File: config.mk
export PLATFORM = sky130hd
export DESIGN_NAME = hazard_stall_ctrl
export DESIGN_NICKNAME = d
export VERILOG_FILES = /design/src/rtl/pipe_ctrl_pkg.sv /design/src/rtl/sat_counter.sv /design/src/rtl/hazard_stall_ctrl.sv
export SDC_FILE = /design/constraint.sdc
export NUM_CORES = 1
export LEC_CHECK = 0
export BUFFER_PORTS_ARGS = -buffer_cell sky130_fd_sc_hd__buf_2
export CORE_MARGIN = 4
export CORE_UTILIZATION = 53
export DETAILED_ROUTE_END_ITERATION = 6
export PLACE_DENSITY = 0.79
export SYNTH_ARGS = -nofsm -noshare
export SYNTH_HDL_FRONTEND = slang
export SYNTH_SLANG_ARGS = --single-unit
File: constraint.sdc
create_clock -name clock -period 2.6 [get_ports clock]
set_clock_uncertainty 0.2 [all_clocks]
set_input_delay 0.52 -clock clock [delete_from_list [all_inputs] [get_ports clock]]
set_output_delay 0.52 -clock clock [all_outputs]
set_load 0.01 [all_outputs]
File: src/rtl/pipe_ctrl_pkg.sv
// Shared encodings and the RUN-state priority rules for the pipeline sequencing controller.
package pipe_ctrl_pkg;

  typedef enum logic [1:0] {
    ST_INIT     = 2'd0,
    ST_RUN      = 2'd1,
    ST_MEM_WAIT = 2'd2
  } ctrl_state_e;

  localparam logic [4:0] REG_ZERO = 5'd0;

  typedef struct packed {
    logic pc_en;
    logic if_id_en;
    logic id_ex_en;
    logic ex_mem_en;
    logic if_id_flush;
    logic id_ex_flush;
  } stage_ctrl_t;

  // Branch squash beats load-use and jump: the ID instruction is discarded anyway.
  function automatic stage_ctrl_t run_rules(input logic branch_taken,
                                            input logic load_use,
                                            input logic jump);
    stage_ctrl_t c;
    c = '{pc_en: 1'b1, if_id_en: 1'b1, id_ex_en: 1'b1, ex_mem_en: 1'b1,
          if_id_flush: 1'b0, id_ex_flush: 1'b0};
    if (branch_taken) begin
      c.if_id_flush = 1'b1;
      c.id_ex_flush = 1'b1;
    end else if (load_use) begin
      c.pc_en       = 1'b0;
      c.if_id_en    = 1'b0;
      c.id_ex_flush = 1'b1;
    end else if (jump) begin
      c.if_id_flush = 1'b1;
    end
    return c;
  endfunction

endpackage

File: src/rtl/sat_counter.sv
// Saturating up-counter with synchronous clear; holds at all-ones instead of wrapping.
module sat_counter #(
  parameter int W = 16
) (
  input  logic         clock,
  input  logic         reset,
  input  logic         inc_i,
  output logic [W-1:0] count_o
);

  logic [W-1:0] count_q, count_d;

  always_comb begin
    count_d = count_q;
    if (inc_i && (count_q != '1)) count_d = count_q + W'(1);
  end

  always_ff @(posedge clock) begin
    if (reset) count_q <= '0;
    else       count_q <= count_d;
  end

  assign count_o = count_q;

endmodule

File: src/rtl/hazard_stall_ctrl.sv
// Pipeline sequencing controller: stage enables/flushes for the 5-stage MIPS datapath,
// covering reset drain, load-use stalls, jump/branch squashes and data-memory waits.
module hazard_stall_ctrl
  import pipe_ctrl_pkg::*;
#(
  parameter int INIT_CYCLES = 4,
  parameter int MEM_TIMEOUT = 255,
  parameter int CNT_W       = 16
) (
  input  logic             clock,
  input  logic             reset,
  input  logic [4:0]       id_rs,
  input  logic [4:0]       id_rt,
  input  logic             id_uses_rs,
  input  logic             id_uses_rt,
  input  logic             ex_mem_read,
  input  logic [4:0]       ex_rt,
  input  logic             jump_id,
  input  logic             branch_taken_ex,
  input  logic             dmem_busy,
  output logic             pc_en,
  output logic             if_id_en,
  output logic             id_ex_en,
  output logic             ex_mem_en,
  output logic             if_id_flush,
  output logic             id_ex_flush,
  output logic [1:0]       ctrl_state,
  output logic [CNT_W-1:0] stall_cnt,
  output logic [CNT_W-1:0] flush_cnt,
  output logic             mem_error
);

  localparam int INIT_W = $clog2(INIT_CYCLES + 1);
  localparam int WAIT_W = $clog2(MEM_TIMEOUT + 1);
  localparam logic [INIT_W-1:0] INIT_LAST = INIT_W'(INIT_CYCLES - 1);
  localparam logic [WAIT_W-1:0] WAIT_MAX  = WAIT_W'(MEM_TIMEOUT);

  ctrl_state_e       state_q, state_d;
  logic [INIT_W-1:0] init_q, init_d;
  logic [WAIT_W-1:0] wait_q, wait_d;
  logic              mem_error_q, mem_error_d;
  stage_ctrl_t       ctrl;
  logic              load_use;
  logic              stall_inc, flush_inc;

  assign load_use = ex_mem_read && (ex_rt != REG_ZERO) &&
                    ((id_uses_rs && (id_rs == ex_rt)) || (id_uses_rt && (id_rt == ex_rt)));

  always_comb begin
    state_d     = state_q;
    init_d      = init_q;
    wait_d      = wait_q;
    mem_error_d = mem_error_q;
    ctrl        = '0;
    case (state_q)
      ST_INIT: begin
        ctrl.if_id_flush = 1'b1;
        ctrl.id_ex_flush = 1'b1;
        if (init_q == INIT_LAST) state_d = ST_RUN;
        else                     init_d  = init_q + INIT_W'(1);
      end
      ST_RUN: begin
        if (dmem_busy) begin
          state_d = ST_MEM_WAIT;
          wait_d  = WAIT_W'(1);
        end else begin
          ctrl = run_rules(branch_taken_ex, load_use, jump_id);
        end
      end
      ST_MEM_WAIT: begin
        // Everything stays frozen while busy; hazards are re-presented after release.
        if (dmem_busy) begin
          if (wait_q == WAIT_MAX) mem_error_d = 1'b1;
          else                    wait_d      = wait_q + WAIT_W'(1);
        end else begin
          ctrl    = run_rules(branch_taken_ex, load_use, jump_id);
          state_d = ST_RUN;
          wait_d  = '0;
        end
      end
      default: state_d = ST_INIT;
    endcase
  end

  always_ff @(posedge clock) begin
    if (reset) begin
      state_q     <= ST_INIT;
      init_q      <= '0;
      wait_q      <= '0;
      mem_error_q <= 1'b0;
    end else begin
      state_q     <= state_d;
      init_q      <= init_d;
      wait_q      <= wait_d;
      mem_error_q <= mem_error_d;
    end
  end

  assign stall_inc = (state_q != ST_INIT) && !ctrl.pc_en;
  assign flush_inc = (state_q != ST_INIT) && ctrl.if_id_flush;

  sat_counter #(.W(CNT_W)) u_stall_cnt (
    .clock  (clock),
    .reset  (reset),
    .inc_i  (stall_inc),
    .count_o(stall_cnt)
  );

  sat_counter #(.W(CNT_W)) u_flush_cnt (
    .clock  (clock),
    .reset  (reset),
    .inc_i  (flush_inc),
    .count_o(flush_cnt)
  );

  assign pc_en       = ctrl.pc_en;
  assign if_id_en    = ctrl.if_id_en;
  assign id_ex_en    = ctrl.id_ex_en;
  assign ex_mem_en   = ctrl.ex_mem_en;
  assign if_id_flush = ctrl.if_id_flush;
  assign id_ex_flush = ctrl.id_ex_flush;
  assign ctrl_state  = state_q;
  assign mem_error   = mem_error_q;

endmodule

==> metrics.txt, run 1 <==
status finished with violations; failing checks negative setup slack; Yosys warnings 0; Clock Sinks 46; Critical Path Start Type input port; Post-synth EDFFs 0; Worst R2R End u_flush_cnt.count_o[4]$_SDFFE_PP0P_; GRT overflow 0; Worst Hold Depth 2; dpl ws -0.0719 ns; Leakage Power 1.38 nW; Hold-fix buffers, CTS 0; total die area 0.00610 sq mm; Worst R2R Path Depth 10; CTS tree yes; post-synthesis cell area 0.00260 sq mm; Syn Nets 346; reg2reg setup slack 0.10 ns; Worst-Margin Slew 0.641 ns; first drt pass iteration count 4; Unique masters post-synth 44; cell with the most instances after synthesis dfxtp_1; Reg-to-Reg Start ctrl_state[1]$_SDFFE_PP0P_; H-Tree Depth 2; CP startpoint ex_rt[2]; CTS root buffer clkbuf_8; Mapped Cells 313; Worst setup endpoint id_ex_flush; Comb pwr share 32.2%; Residual DRC 0; Die Span X 78.1 um; Avg Cell Area, Syn 8.32 sq um; cell area power density 585 mW/mm^2; RSZ-0062 raised after global routing yes; Cell Rows 25; nets 427; Commonest cells post-synth dfxtp_1, nor2_1, a21oi_1, nand2_1, nand3_1; maxcap violations 0; P_sw 0.608 mW; Pint 1.30 mW; Ports 64; area of the core 0.00475 sq mm; FF+latch count, synth 46; period utilization 100%; drt total wl 6250 um; antenna viol nets, final 0; power share of the sequential group 40.8%; first-pass GRT wire length 10,600 um; Total Routing Usage GR 20.6%; ys async rst share 0%; clk slew on worst S/H paths 0.09 ns; placed cell area 0.00308 sq mm; crit path capture type output pin; fmax 384 MHz; DIE HEIGHT 78.1 um; Max FO, Critical Path 3; Critical Path RT 1.88 ns; Area Growth Syn to Fin 25.5%; worst setup margin -0.00188 ns; Max Root-Sink Buffers 2; Worst Path Arrival 1.88 ns; Hold Path Class reg2reg; sw frac 31.8%; ys flop type dfxtp_1; Initial DRC Count 115; Diodes inserted 0; Worst-Skew Late Latency 0.29 ns; Synth area leader dfxtp_1; Routed wire per std cell 13.5 um; Max VDD drop 438 uV; TritonCTS Buffers 5; final hold vios 0; starting density of the core 54.8%; via count 2,557; cell area after layout 0.00327 sq mm; Slew Limit Fails 0; pin count of the biggest net entering global routing 37; Slew HR 57.3%; Final HPWL DP 4600 um; initial antenna violation count 0; Clock Power Share 27.0%; Final min period 2.60 ns; final RePlAce weighted congestion 0.844; Port Buf Inserts 63; Via density 5.53; Synth top area share 35.4%; vias in the first global route 2,425; layout cells sized above 1 28.9%; Seq/Total Area, Yosys 35.4%; Setup Crit Path Kind in2out; top cells by area, synth dfxtp_1, nor2_1, a21oi_1; Final setup viols 1
==> registers in the layout (all words and copies together), names as in the netlist <==
signal,cells
mem_error,1
u_flush_cnt.count_o,16
u_stall_cnt.count_o,16
wait_q,8
init_q,3
ctrl_state,2
==> what timing repair did <==
action / in CTS / in global routing
gates resized for setup: 4 / 11
buffers inserted: 1 / 3
pin swaps: 5 / 6
endpoints found under the setup margin: 1 / 13
==> power by group through the flow <==
stage	clock, mW	combinational (mW)	sequential [mW]
after floorplan	0	0.385	0.803
after global routing	0.559	0.689	0.784
after detailed placement	0	0.584	0.794
final	0.517	0.615	0.779
after CTS	0.531	0.589	0.779
after global placement	0	0.567	0.792
==> through the flow <==
step	total power, mW	utilization (%)	instances	setup TNS (ns)	hold WS (ns)
after floorplan	1.19	-	313	0	0.259
after global placement	1.36	64.8	450	-0.0604	0.235
after detailed placement	1.38	64.8	450	-0.412	0.245
after CTS	1.90	67.4	459	0	0.259
after global routing	2.03	68.7	462	-0.128	0.305
final	1.91	68.7	462	-0.00188	0.257
==> cell usage in the layout (no fill, tap or decap), drive strengths merged, types with 3 or more instances in the layout <==
cell,instances
dfxtp,46
nand2,17
inv,9
a21oi,27
clkbuf,7
nor2,39
nand4,11
xor2,5
o21ai,14
and3,6
ha,10
xnor2,11
buf,85
nor2b,11
mux2,11
and4,6
or3,15
or4,8
nand3,17
mux2i,4
nor3,4
o31ai,7
nor4,3
==> layer usage <==
layer	wire length [um]	vias up	share of wire, %	GRT usage (%)
met1	2800	1182	45	25.3
met2	3050	77	49	37.1
li1	-	1291	-	-
met3	327	7	5.2	4.47
met5	0	-	0	0
met4	70	0	1.1	4.37
==> cell families (layout without fill, tap and decap cells) <==
logic type | Yosys count | in the layout | share of synthesized area (%)
compound gates | 59 | 59 | 14.2
xor+xnor | 16 | 16 | 5.38
flops | 46 | 46 | 35.4
simple gates | 147 | 147 | 30.4
fa+ha+maj | 10 | 10 | 4.80
buf+inv | 20 | 102 | 3.55
mux | 15 | 15 | 6.29
==> worst min-delay path by stage <==
stage,start,endpoint
finish,mem_error$_SDFFE_PP0P_,mem_error$_SDFFE_PP0P_
global placement,mem_error$_SDFFE_PP0P_,mem_error$_SDFFE_PP0P_
detailed placement,mem_error$_SDFFE_PP0P_,mem_error$_SDFFE_PP0P_
floorplan,wait_q[7]$_SDFFE_PP0P_,wait_q[7]$_SDFFE_PP0P_
CTS,mem_error$_SDFFE_PP0P_,mem_error$_SDFFE_PP0P_
global route,mem_error$_SDFFE_PP0P_,mem_error$_SDFFE_PP0P_
==> critical path: stages <==
cell	delay, ns
buf_6	0.10
or4_4	0.53
o21ai_2	0.16
and2b_1	0.21
o21ai_2	0.15
a21oi_2	0.07
buf_2	0.14
==> area by class of cell <==
class,instances,area (sq um)
Multi-Input combinational cell,247,1630
Fill cell,408,1490
Sequential cell,46,921
Timing Repair Buffer,85,493
Tap cell,67,83.8
Clock buffer,7,76.3
Inverter,9,33.8
Clock inverter,1,30.0
Note: power is estimated with default switching activity, not from simulation.
==> run 2: changes to the inputs <==
Settings changed: CORE_UTILIZATION 53 to 35, PLACE_DENSITY 0.79 to default.
==> run 2 against run 1 <==
Net effect:
- the flow now finishes without violations
- non-clock buffer count is 5 lower
- sequential share of layout area is 0.12 points higher
- total power is 2.1% lower
- die area is 46% higher
- clock-buffer cell count stayed put
- via count is 1.5% lower
- fmax is 1.4% higher
- core utilization is 24 points lower
- register-to-register slack hardly changed
- first-iteration DRC count is 35% lower
- critical path depth stayed put
- setup slack better by 0.036 ns
==> metrics.txt, run 2 (synthesis results as in run 1) <==
Largest delay share family, worst path simple AND/OR/NAND/NOR gates; fmax 390 MHz; setup TNS 0 ns; via count 2,518; Fill cells 764; post-layout util 44.9%; Die Span X 94.3 um; clk slew on worst S/H paths 0.08 ns; Slew Limit Fails 0; cell area power density 575 mW/mm^2; Critical Path Start Type input port; final hold vios 0; Max FO, Critical Path 3; TritonCTS Buffers 5; most common cell after layout, fill and taps aside buf_2; placed cell area 0.00312 sq mm; CTS root buffer clkbuf_8; H-Tree Depth 2; global routing met3 resource utilization 3.61%; Ports 64; GRT overflow 0; most frequent cells in the layout buf_2, dfxtp_1, nor2_1; M2 GR Usage 24.3%; Diodes inserted 0; maxcap violations 0; Buffers & Inverters on Critical Path 2; worst setup margin 0.0341 ns; dpl ws -0.0684 ns; status finished, final reports clean; area of the core 0.00725 sq mm; Worst-Skew Late Latency 0.30 ns; Max VDD drop 226 uV; Via density 5.15; nets 422; Initial DRC Count 75; CP startpoint ex_rt[2]; Clock Sinks 46; Total Routing Usage GR 14.4%; crit path capture type output pin; Cell Rows 31; RSZ-0062 raised after global routing yes; Slowest cell on crit path or4_4; first-pass GRT wire length 10,200 um; cell area after layout 0.00325 sq mm; initial antenna violation count 0; layout cells sized above 1 26.7%; Max Root-Sink Buffers 2; antenna viol nets, final 0; Power Total 1.87 mW; Hold Path Class reg2reg; area of the multi-input gates 0.00161 sq mm; Worst Path Arrival 1.85 ns; Reg area 921 sq um; Hold Crit Start mem_error$_SDFFE_PP0P_; Leakage Power 1.36 nW; hold_ws 0.250 ns; Worst-Margin Slew 0.374 ns; total die area 0.00889 sq mm; Critical Path RT 1.88 ns; starting density of the core 35.9%; Final min period 2.57 ns; Final HPWL DP 4780 um; first drt pass iteration count 4; Post-Place Cells 480; pin count of the biggest net entering global routing 19; period utilization 98.7%; drt total wl 6380 um; final RePlAce weighted congestion 0.822; Routed wire per std cell 13.1 um; met1 Usage GRT 17.9%; Port Buf Inserts 63; Setup Crit Path Kind in2out; Area Growth Syn to Fin 24.9%; Residual DRC 0; Final setup viols 0; CTS tree yes; busiest grt layer met2; vias in the first global route 2,246; Non-Filler Instances 489; Reg-to-Reg Start ctrl_state[1]$_SDFFE_PP0P_; DIE HEIGHT 94.3 um; critical path, cell by cell buf_8 -> or4_4 -> o21ai_4 -> and2b_1 -> o21ai_1 -> a21oi_1 -> buf_2; CP max stage delay 0.54 ns; Slew HR 74.9%
run 2: cell count changes in the layout (fill, tap and decap cells not counted), moves of 2 or more:
cell and delta:
a21oi_1 +2, a21oi_2 -2, buf_4 -6, o21ai_2 -2
run 2: timing repair:
item / CTS / global route
resized for setup: 8 / 2
pin swaps: 4 / 5
hold buffers: 0 / 0
setup endpoints to repair: 3 / 4
buffers inserted: 0 / 1
run 2: path summary, 6_finish.rpt:
check                                               to  slack (ns)  cells after the start
setup / recovery                           id_ex_flush        0.03                      7
hold / removal                  mem_error$_SDFFE_PP0P_        0.25                      2
setup reg to reg  u_flush_cnt.count_o[13]$_SDFFE_PP0P_        0.11                     10
hold reg to reg                 mem_error$_SDFFE_PP0P_        0.25                      2
run 2: cell type report:
type                       count  share of cell area, %
tap                           99                   3.81
timing repair buffer          80                   14.5
clock buffer                   7                   2.65
clock inverter                 1                  0.154
sequential                    46                   28.3
multi-input combinational    247                   49.6
inverter                       9                   1.04
run 2: layer usage:
| metal | vias up | share of wire [%] |
|---|---|---|
| li1 | 1284 | - |
| met1 | 1179 | 45 |
| met2 | 47 | 49 |
| met3 | 8 | 4.5 |
| met4 | 0 | 1.3 |
| met5 | - | 0 |
run 2: worst reg2reg max path, delay by kind of cell (launching register included):
| family | cells | cell delay, ns |
|---|---|---|
| AOI/OAI and AO/OA | 3 | 0.67 |
| adders and majority gates | 1 | 0.27 |
| buffers and inverters | 3 | 0.38 |
| DFF | 1 | 0.33 |
| and+or+nand+nor | 3 | 0.57 |
run 2: where the power goes:
| part | switching (mW) | internal [mW] |
|---|---|---|
| registers | 0.0314 | 0.745 |
| logic | 0.353 | 0.275 |
| clock network | 0.250 | 0.215 |
